[src/rtl/wlan_scrambler.sv]
// Bit-serial IEEE 802.11a transmit scrambler, polynomial x^7 + x^4 + 1.
// Loads a per-frame seed on start and scrambles bits with valid/ready on both sides.
module wlan_scrambler #(
  parameter logic [6:0]  DEFAULT_SEED = 7'b1011101,
  parameter int unsigned CNT_W        = 16
) (
  input  logic             clk,
  input  logic             reset,
  input  logic             start,
  input  logic [7:1]       seed_in,
  input  logic             in_valid,
  input  logic             in_data,
  input  logic             in_tail,
  input  logic             in_last,
  output logic             in_ready,
  output logic             out_valid,
  output logic             out_data,
  output logic             out_last,
  input  logic             out_ready,
  output logic             busy,
  output logic [CNT_W-1:0] bit_count
);

  localparam logic [1:0] ST_IDLE  = 2'd0;
  localparam logic [1:0] ST_RUN   = 2'd1;
  localparam logic [1:0] ST_DRAIN = 2'd2;

  logic [1:0] state;
  logic [7:1] lfsr;
  logic       seq;
  logic       in_fire;
  logic       out_fire;

  assign seq      = lfsr[7] ^ lfsr[4];
  assign in_ready = (state == ST_RUN) && (!out_valid || out_ready);
  assign in_fire  = in_valid && in_ready;
  assign out_fire = out_valid && out_ready;
  assign busy     = (state != ST_IDLE) || out_valid;

  // An all-zero seed would lock the LFSR, so it is replaced by the default seed.
  always_ff @(posedge clk or negedge reset) begin
    if (!reset) begin
      state     <= ST_IDLE;
      lfsr      <= '0;
      bit_count <= '0;
    end else begin
      case (state)
        ST_IDLE: begin
          if (start) begin
            lfsr      <= (seed_in == 7'd0) ? DEFAULT_SEED : seed_in;
            bit_count <= '0;
            state     <= ST_RUN;
          end
        end
        ST_RUN: begin
          if (in_fire && in_last) begin
            state <= ST_DRAIN;
          end
        end
        ST_DRAIN: begin
          if (out_fire && out_last) begin
            state <= ST_IDLE;
          end
        end
        default: state <= ST_IDLE;
      endcase

      if (in_fire) begin
        lfsr <= {lfsr[6:1], seq};
        if (bit_count != {CNT_W{1'b1}}) begin
          bit_count <= bit_count + 1'b1;
        end
      end
    end
  end

  // Single-entry output register; it only reloads on an input handshake, so data holds while stalled.
  always_ff @(posedge clk or negedge reset) begin
    if (!reset) begin
      out_valid <= 1'b0;
      out_data  <= 1'b0;
      out_last  <= 1'b0;
    end else begin
      if (in_fire) begin
        out_valid <= 1'b1;
        out_data  <= in_tail ? 1'b0 : (in_data ^ seq);
        out_last  <= in_last;
      end else if (out_fire) begin
        out_valid <= 1'b0;
      end
    end
  end

endmodule

[config.mk]
export PLATFORM = sky130hd
export DESIGN_NAME = wlan_scrambler
export DESIGN_NICKNAME = d
export VERILOG_FILES = /design/src/rtl/wlan_scrambler.sv
export SDC_FILE = /design/constraint.sdc
export NUM_CORES = 1
export LEC_CHECK = 0
export ABC_AREA = 0
export CAP_MARGIN = 20
export CORE_MARGIN = 1.5
export CORE_UTILIZATION = 53
export CTS_CLUSTER_DIAMETER = 120
export DETAILED_ROUTE_END_ITERATION = 10
export GPL_ROUTABILITY_DRIVEN = 1
export PLACE_DENSITY = 0.82
export SLEW_MARGIN = 5
export SYNTH_ARGS = -nofsm -noshare
export SYNTH_HDL_FRONTEND = slang
export SYNTH_SLANG_ARGS = --single-unit
[constraint.sdc]
create_clock -name clk -period 5.19 [get_ports clk]
set_input_delay 1.557 -clock clk [delete_from_list [all_inputs] [get_ports clk]]
set_output_delay 1.557 -clock clk [all_outputs]
set_load 0.005 [all_outputs]
Yosys cells after proc, flatten, opt, wreduce, memory -nomap -nowiden

Cells that the tools add are included.

$add $sub $neg: 1
Equality and inequality tests: 6
Multiplexer cells: 15
Bitwise logic cells: 2
Reductions and logical operators: 16

Operators with widths:

| cell                    | count |
|---|---|
| $mux W16                | 4 |
| $mux W7                 | 4 |
| $add A16 B1 Y16 const B | 1 |
| $ne A16 B16 Y1 const B  | 1 |
| $reduce_bool A2 Y1      | 4 |
| $logic_not A7 Y1        | 1 |
| $mux W2                 | 3 |
| $pmux W2 S3             | 1 |
| $logic_and A1 B1 Y1     | 5 |
| $ne A2 B2 Y1 const B    | 2 |
| $mux W1                 | 3 |
| $reduce_and A3 Y1       | 1 |
| $eq A2 B1 Y1 const B    | 1 |
| $eq A2 B2 Y1 const B    | 1 |
| $logic_not A2 Y1        | 1 |
| $logic_or A1 B1 Y1      | 2 |
| $ne A2 B1 Y1 const B    | 1 |
| $reduce_and A2 Y1       | 1 |
| $xor A1 B1 Y1           | 2 |
| $logic_not A1 Y1        | 1 |

Register bits after elaboration: 28
Input bits: 15
Output and inout bits: 21
Word-level logic and storage cells: 46

Longest topological paths before layout

Gate-level depths: netlist of run 1.

Depth after elaboration: 7
Mapped depth: 7
Gate-level depth less buffers: 5

Worst setup path before layout of run 1

Ideal clock, no wire load.

Path type: input to output
Start point: input out_ready
End point: output in_ready
Arrival time: 1.877 ns
Required time: 3.633 ns
Path slack: 1.756 ns
Stages on the path: 2
Buffers on the path: 0
Cell sequence: nand2b_1 and2_1

Longest elaborated chain between the ends: 2

RTL lines:

| item                | RTL line | text |
|---|---|---|
| from (decl)         | 19       | `input logic out_ready,` |
| $logic_or A1 B1 Y1  | 35       | `assign in_ready = (state == ST_RUN) && (!out_valid \|\| out_ready);` |
| $logic_and A1 B1 Y1 | 35       |  |
| to (decl)           | 15       | `output logic in_ready,` |

No other way between the ends.

Worst setup path in the final report of run 1

Ends and elaborated chain as after synthesis.

==> impl_metrics.sql, run 1 <==
INSERT INTO impl_metrics (metric_group, metric, value, unit) VALUES
('timing', 'maxSlewHeadroom', '0.459', ''),
('finish', 'layout-area-overhead-vs-synth', '26.3', '%'),
('logic_synthesis', 'seq_area_frac_synth', '0.457', ''),
('logic_synthesis', 'post_synthesis_cell_area', '1530', 'um^2'),
('logic_synthesis', 'net_count_synth', '180', ''),
('timing', 'period_minus_slack', '4.43', 'ns'),
('critical_path', 'crit_path_max_fanout', '5', ''),
('logic_synthesis', 'number_of_flops_mapped_to_enable_cells_by_yosys', '0', ''),
('floorplanning', 'floorplan.die.height', '56.8', 'um'),
('logic_synthesis', 'ys_async_sr_fraction', '1.00', ''),
('critical_path', 'worst_setup_path_end_kind', 'primary output', ''),
('floorplanning', 'coreArea', '2760', 'um^2'),
('timing', 'hold_violations', '0', ''),
('timing', 'finalMaxSlewViolations', '0', ''),
('job', 'cap_violations', '0', ''),
('floorplanning', 'die_width', '56.8', 'um'),
('finish', 'layout-drive-gt1-share', '0.0508', ''),
('critical_path', 'critPathCapture', 'in_ready', ''),
('critical_path', 'required', '3.63', 'ns'),
('critical_path', 'critical_path_arrival', '2.87', 'ns'),
('floorplanning', 'start_util', '0.556', ''),
('timing', 'period_share', '0.853', ''),
('outcome', 'run_status', 'complete, no violations', ''),
('global_route', 'number_of_global_route_vias_before_repair', '1434', ''),
('drt', 'first_pass_iteration_count_of_the_detailed_router', '4', ''),
('cts', 'cts-hold-fix-buffers', '0', ''),
('drt', 'ant_nets', '0', ''),
('cts', 'post_cts_resized', '0', ''),
('min_path', 'holdCritPathClass', 'flop to flop', ''),
('placement', 'routabilityCongestion', '0.840', ''),
('cts', 'cts_tree', 'done', ''),
('pwr', 'power_switching_share', '0.386', ''),
('global_route', 'grt_use_total', '0.251', ''),
('floorplanning', 'fp.dieArea', '3230', 'um^2'),
('drt', 'detail_route.vias_per_cell', '6.40', ''),
('logic_synthesis', 'netlist-cell-type-count', '40', ''),
('timing', 'setup_viol', '0', ''),
('cts', 'cts-root-to-sink-buffers', '2', ''),
('placement', 'worst_case_setup_slack_after_placement', '0.776', 'ns'),
('critical_path', 'r2r_slack', '2.83', 'ns'),
('cts', 'cts.clk_slew.worst_paths', '0.16', 'ns'),
('pwr', 'power.combinational.fraction', '0.404', ''),
('floorplanning', 'boundaryPins', '36', ''),
('timing', 'fmax', '0.226', 'GHz'),
('logic_synthesis', 'syn-mean-instance-area', '9.35', 'um^2'),
('timing', 'post-route-worst-setup-slack', '0.762', 'ns'),
('logic_synthesis', 'postSynth.topFlopCell', 'dfrtp_1', ''),
('global_route', 'grt.overflow.total', '0', ''),
('pwr', 'power.density_cell_area', '383', 'nW/um^2'),
('drt', 'drcViolationCount', '0', ''),
('drt', 'drt_iter0_drc', '44', ''),
('finish', 'final.fill_count', '233', ''),
('finish', 'antenna_cells', '0', ''),
('global_route', 'grt_max_degree', '22', ''),
('logic_synthesis', 'synthesis.instances', '164', ''),
('finish', 'layout.core_utilization', '0.703', ''),
('pwr', 'power.leakage', '0.820', 'nW'),
('critical_path', 'reg2reg_depth', '5', ''),
('cts', 'tritoncts.num_buffers', '3', ''),
('critical_path', 'criticalPathCategory', 'primary input to primary output', ''),
('timing', 'fin_hold_ws', '0.502', 'ns'),
('placement', 'place.detailed.hpwl', '2740', 'um'),
('finish', 'area.sequential', '701', 'um^2'),
('timing', 'fin_worst_skew', '0.00650', 'ns'),
('cts', 'cts_max_level', '1', ''),
('drt', 'drt-wirelength-per-cell', '16.8', 'um'),
('critical_path', 'critPathLaunchType', 'primary input', ''),
('cts', 'worst_skew_pair.late_latency', '0.34', 'ns'),
('pwr', 'internal_power', '456', 'uW'),
('timing', 'worstMarginPinSlew', '0.811', 'ns'),
('global_route', 'grt_first_pass_wirelength', '6380', 'um');
## critical path, cell delays in order
cell and delay (ns):
clkdlybuf4s50_1 0.49, nand2b_1 0.19, and2_1 0.14, clkdlybuf4s50_1 0.49
## logic make-up (layout without fill, tap and decap cells)
| kind of cell | Yosys count | count (layout) | synth area share |
|---|---|---|---|
| muxes | 1 | 1 | 0.00734 |
| adders and majority gates | 1 | 1 | 0.00816 |
| buffers and inverters | 7 | 40 | 0.0188 |
| xor gates and xnor gates | 5 | 5 | 0.0286 |
| DFF | 28 | 28 | 0.457 |
| and+or+nand+nor | 89 | 89 | 0.311 |
| AOI/OAI and AO/OA | 33 | 33 | 0.170 |
## power groups by stage
| stage | clock network, mW | registers [mW] | logic (mW) |
|---|---|---|---|
| after global routing | 0.120 | 0.339 | 0.334 |
| after floorplan | 0 | 0.325 | 0.178 |
| after detailed placement | 0 | 0.335 | 0.300 |
| after global placement | 0 | 0.329 | 0.293 |
| final | 0.110 | 0.332 | 0.300 |
| after CTS | 0.111 | 0.331 | 0.302 |
## worst min-delay path by stage
stage                                    from                   to  slack (ns)  cells past startpoint
after floorplan           lfsr[2]$_DFFE_PN0P_  lfsr[2]$_DFFE_PN0P_        0.45                      2
after global placement    lfsr[2]$_DFFE_PN0P_  lfsr[2]$_DFFE_PN0P_        0.46                      2
after detailed placement  lfsr[2]$_DFFE_PN0P_  lfsr[2]$_DFFE_PN0P_        0.47                      2
after CTS                 lfsr[2]$_DFFE_PN0P_  lfsr[2]$_DFFE_PN0P_        0.50                      2
after global routing      lfsr[6]$_DFFE_PN0P_  lfsr[6]$_DFFE_PN0P_        0.53                      2
final                     lfsr[6]$_DFFE_PN0P_  lfsr[6]$_DFFE_PN0P_        0.50                      2
## layer usage
metal  wire [um]  vias up  global-route usage  share of wire
met5           0        -                   0              0
met4          39        0              0.0897          0.010
met3         205        8              0.0276          0.054
met2        2010       52               0.449           0.52
met1        1570      704               0.311           0.41
li1            -      695                   -              -
## Yosys cell counts, types with 2 or more instances
library cell | instances | share of area
buf_2 | 2 | 0.0065
a41oi_1 | 2 | 0.011
o21ai_0 | 7 | 0.023
or4_1 | 3 | 0.015
o211a_1 | 2 | 0.013
nand2_1 | 30 | 0.073
nor2_1 | 6 | 0.015
and4_1 | 4 | 0.023
nand4_1 | 7 | 0.029
nor3_1 | 4 | 0.013
nand3_1 | 15 | 0.049
a22o_1 | 2 | 0.011
a31oi_1 | 4 | 0.016
nand2b_1 | 2 | 0.0082
xnor2_1 | 3 | 0.017
xor2_1 | 2 | 0.011
a221o_1 | 5 | 0.033
a22oi_1 | 2 | 0.0098
and3_1 | 2 | 0.0082
nor4_1 | 5 | 0.020
clkbuf_1 | 4 | 0.0098
dfrtp_1 | 28 | 0.46
a211oi_1 | 2 | 0.0098
and2_1 | 5 | 0.020
## registers in the layout (all words and copies together) (netlist names)
register / flops
out_data: 1
lfsr: 7
bit_count: 16
state: 2
out_last: 1
out_valid: 1
## area by class of cell
class                      instances  area share
timing repair buffer              36       0.185
sequential                        28       0.362
tap                               31      0.0200
multi-input combinational        129       0.415
clock buffer                       4      0.0187
## layout by cell type (no fill, tap or decap), types with 2 or more instances in the layout
master and count:
and2_1 5, or4_1 3, a221o_1 5, o211a_1 2, a211oi_1 2, xnor2_1 3, and4_1 4, xor2_1 2
a22oi_1 2, clkdlybuf4s50_1 35, nand3_1 15, clkbuf_4 3, and3_1 2, nand4_1 7, nand2b_1 2, nor2_1 6
a22o_1 2, nor4_1 5, o21ai_0 7, nand2_1 30, a31oi_1 4, dfrtp_1 28, nor3_1 4, a41oi_1 2
(Power assumes the default switching activity.)
==> run 2, diff against run 1 <==
--- a/config.mk
+++ b/config.mk
@@ -8,11 +8,11 @@
 export ABC_AREA = 0
 export CAP_MARGIN = 20
 export CORE_MARGIN = 1.5
-export CORE_UTILIZATION = 53
+export CORE_UTILIZATION = 44
 export CTS_CLUSTER_DIAMETER = 120
 export DETAILED_ROUTE_END_ITERATION = 10
 export GPL_ROUTABILITY_DRIVEN = 1
-export PLACE_DENSITY = 0.82
+export PLACE_DENSITY = 0.73
 export SLEW_MARGIN = 5
 export SYNTH_ARGS = -nofsm -noshare
 export SYNTH_HDL_FRONTEND = slang
==> constraint.sdc (replaced) <==
create_clock -name clk -period 3.9 [get_ports clk]
set_input_delay 1.17 -clock clk [delete_from_list [all_inputs] [get_ports clk]]
set_output_delay 1.17 -clock clk [all_outputs]
set_load 0.005 [all_outputs]
==> run 2 against run 1 <==
Compared with the run above: register-to-register slack worse by 1.2 ns; non-clock buffer count is 2 higher; first-iteration DRC count grew to 2.6 times the previous value; sequential share of layout area is 0.91 points lower; clock power is 81% higher; global-route usage is 3.7 points lower; via count is 1.8% lower; count of clock-buffer cells in the layout is 1 lower; die area is 19% higher; critical path depth stayed put; combinational power is 38% higher; largest cell class unchanged; highest routed layer unchanged.
==> impl_metrics.sql, run 2 (synthesized netlist as in run 1, its figures left out) <==
INSERT INTO impl_metrics (metric_group, metric, value, unit) VALUES
('placement', 'place.detailed.hpwl', '2690', 'um'),
('critical_path', 'r2r_slack', '1.61', 'ns'),
('finish', 'non_filler_instance_count_after_layout', '245', ''),
('placement', 'placement.io_buffers', '35', ''),
('cts', 'cts_tree', 'done', ''),
('cts', 'clock-sinks', '28', ''),
('floorplanning', 'boundaryPins', '36', ''),
('global_route', 'grt.overflow.total', '0', ''),
('finish', 'layout.cells.most_common', 'clkdlybuf4s50_1', ''),
('timing', 'fin_worst_skew', '0.00736', 'ns'),
('cts', 'cts.clk_slew.worst_paths', '0.17', 'ns'),
('cts', 'tritoncts.num_buffers', '3', ''),
('timing', 'fmax', '0.274', 'GHz'),
('critical_path', 'r2r-start', 'bit_count[1]$_DFF_PN0_', ''),
('drt', 'first_pass_iteration_count_of_the_detailed_router', '6', ''),
('critical_path', 'critical_path_arrival', '2.48', 'ns'),
('global_route', 'grt_antenna_before_repair', '0', ''),
('pwr', 'vdd_drop_max', '0.000307', 'V'),
('critical_path', 'reg2reg_depth', '5', ''),
('finish', 'largest_register_ff_count', '16', ''),
('cts', 'cts_max_level', '1', ''),
('min_path', 'min-delay-start', 'lfsr[6]$_DFFE_PN0P_', ''),
('critical_path', 'worstReg2RegEnd', 'bit_count[5]$_DFF_PN0_', ''),
('global_route', 'grt_first_pass_wirelength', '6200', 'um'),
('critical_path', 'required', '2.73', 'ns'),
('timing', 'period_share', '0.935', ''),
('pwr', 'power.density_cell_area', '530', 'nW/um^2'),
('floorplanning', 'start_util', '0.460', ''),
('drt', 'drt_wl_total', '3740', 'um'),
('drt', 'drt-wirelength-per-cell', '15.3', 'um'),
('pwr', 'power.leakage', '0.837', 'nW'),
('finish', 'antenna_cells', '0', ''),
('critical_path', 'criticalPathCategory', 'primary input to primary output', ''),
('finish', 'num-nets-final', '216', ''),
('global_route', 'grt_max_degree', '29', ''),
('drt', 'ant_nets', '0', ''),
('cts', 'cts-root-buf', 'clkbuf_4', ''),
('cts', 'cts-hold-fix-buffers', '0', ''),
('drt', 'drcViolationCount', '0', ''),
('drt', 'drt_iter0_drc', '113', ''),
('floorplanning', 'floorplan.die.height', '62.0', 'um'),
('timing', 'period_minus_slack', '3.65', 'ns'),
('timing', 'maxSlewHeadroom', '0.530', ''),
('cts', 'cts.repair_timing.setup_buffer_count', '0', ''),
('min_path', 'hold_end', 'lfsr[6]$_DFFE_PN0P_', ''),
('job', 'cap_violations', '0', ''),
('global_route', 'number_of_global_route_vias_before_repair', '1371', ''),
('timing', 'totalNegativeSetupSlack', '0', 'ns'),
('timing', 'hold_violations', '0', ''),
('min_path', 'holdCritPathClass', 'flop to flop', ''),
('outcome', 'run_status', 'complete, no violations', ''),
('floorplanning', 'die_width', '62.0', 'um'),
('drt', 'route.vias.total', '1433', ''),
('cts', 'cts-root-to-sink-buffers', '2', ''),
('min_path', 'worst_hold_path.num_cells', '2', ''),
('critical_path', 'critPathLaunchType', 'primary input', ''),
('critical_path', 'crit_path_max_fanout', '5', ''),
('finish', 'biggestRegsByFlops', 'bit_count: 16 flops, lfsr: 7 flops, state: 2 flops', ''),
('global_route', 'grt_use_total', '0.214', ''),
('cts', 'post_cts_resized', '0', ''),
('placement', 'numPlacedInstances', '241', ''),
('placement', 'routabilityCongestion', '0.821', ''),
('finish', 'top_register', 'bit_count', ''),
('timing', 'worstMarginPinSlew', '0.701', 'ns'),
('floorplanning', 'fp.dieArea', '3850', 'um^2'),
('floorplanning', 'coreArea', '3340', 'um^2'),
('finish', 'layout-drive-gt1-share', '0.0603', ''),
('floorplanning', 'row_count', '21', ''),
('finish', 'most-common-layout-cells', '35 x clkdlybuf4s50_1, 30 x nand2_1, 28 x dfrtp_1, 15 x nand3_1', ''),
('timing', 'finalMaxSlewViolations', '0', ''),
('finish', 'layout-area-overhead-vs-synth', '29.6', '%'),
('drt', 'detail_route.vias_per_cell', '5.85', ''),
('timing', 'setup_viol', '0', ''),
('critical_path', 'worst_setup_path_end_kind', 'primary output', ''),
('cts', 'worst_skew_pair.late_latency', '0.34', 'ns'),
('timing', 'rsz_0062_raised_after_global_routing', 'false', '');
[run 2: changes by cell type in the layout (fill, tap and decap cells not counted)]
| cell | delta |
|---|---|
| bufinv_16 | +1 |
| buf_4 | +2 |
| clkbuf_8 | -1 |
[run 2: power breakdown]
part | total, mW | leakage, nW | internal, mW | switching [mW]
Sequential | 0.442 | 0.369 | 0.365 | 0.0765
Combinational | 0.413 | 0.439 | 0.194 | 0.219
Clock | 0.199 | 0.0279 | 0.104 | 0.0949
[run 2: how the worst max path moves through the flow]
| stage | startpoint | cells past startpoint | end | slack, ns |
|---|---|---|---|---|
| finish | out_ready | 4 | in_ready | 0.25 |
| global route | out_ready | 4 | in_ready | 0.19 |
| CTS | out_ready | 4 | in_ready | 0.25 |
| detailed placement | out_ready | 4 | in_ready | 0.27 |
| global placement | out_ready | 4 | in_ready | 0.30 |
| floorplan | out_ready | 2 | in_ready | 1.24 |
[run 2: final cells by class]
class | count | area (um^2)
multi-input combinational | 129 | 805
tap | 46 | 57.6
clock inverter | 1 | 30.0
timing repair buffer | 38 | 373
sequential | 28 | 701
clock buffer | 3 | 22.5
fill | 314 | 1350
[run 2: worst max-delay path: stages]
cell             delay [ns]
clkdlybuf4s50_1        0.48
nand2b_1               0.19
and2_1                 0.15
clkdlybuf4s50_1        0.49
[run 2: metal layers]
layer | global-route usage | vias to the layer above | part of all wire | routed length (um)
met5 | 0 | - | 0 | 0
met2 | 0.356 | 46 | 0.50 | 1860
li1 | - | 693 | - | -
met4 | 0.0729 | 0 | 0.011 | 42
met1 | 0.292 | 688 | 0.44 | 1650
met3 | 0.0207 | 6 | 0.049 | 183
[run 2: metrics by stage]
stage | cell area, um^2 | power (mW) | worst slack (ns) | hold WS, ns | util
after global routing | 1990 | 1.13 | 0.188 | 0.529 | 0.596
after CTS | 1990 | 1.06 | 0.249 | 0.503 | 0.596
after global placement | 1940 | 0.843 | 0.304 | 0.462 | 0.580
after floorplan | 1530 | 0.670 | 1.24 | 0.446 | -
after detailed placement | 1940 | 0.861 | 0.265 | 0.465 | 0.580
final | 1990 | 1.05 | 0.255 | 0.510 | 0.596
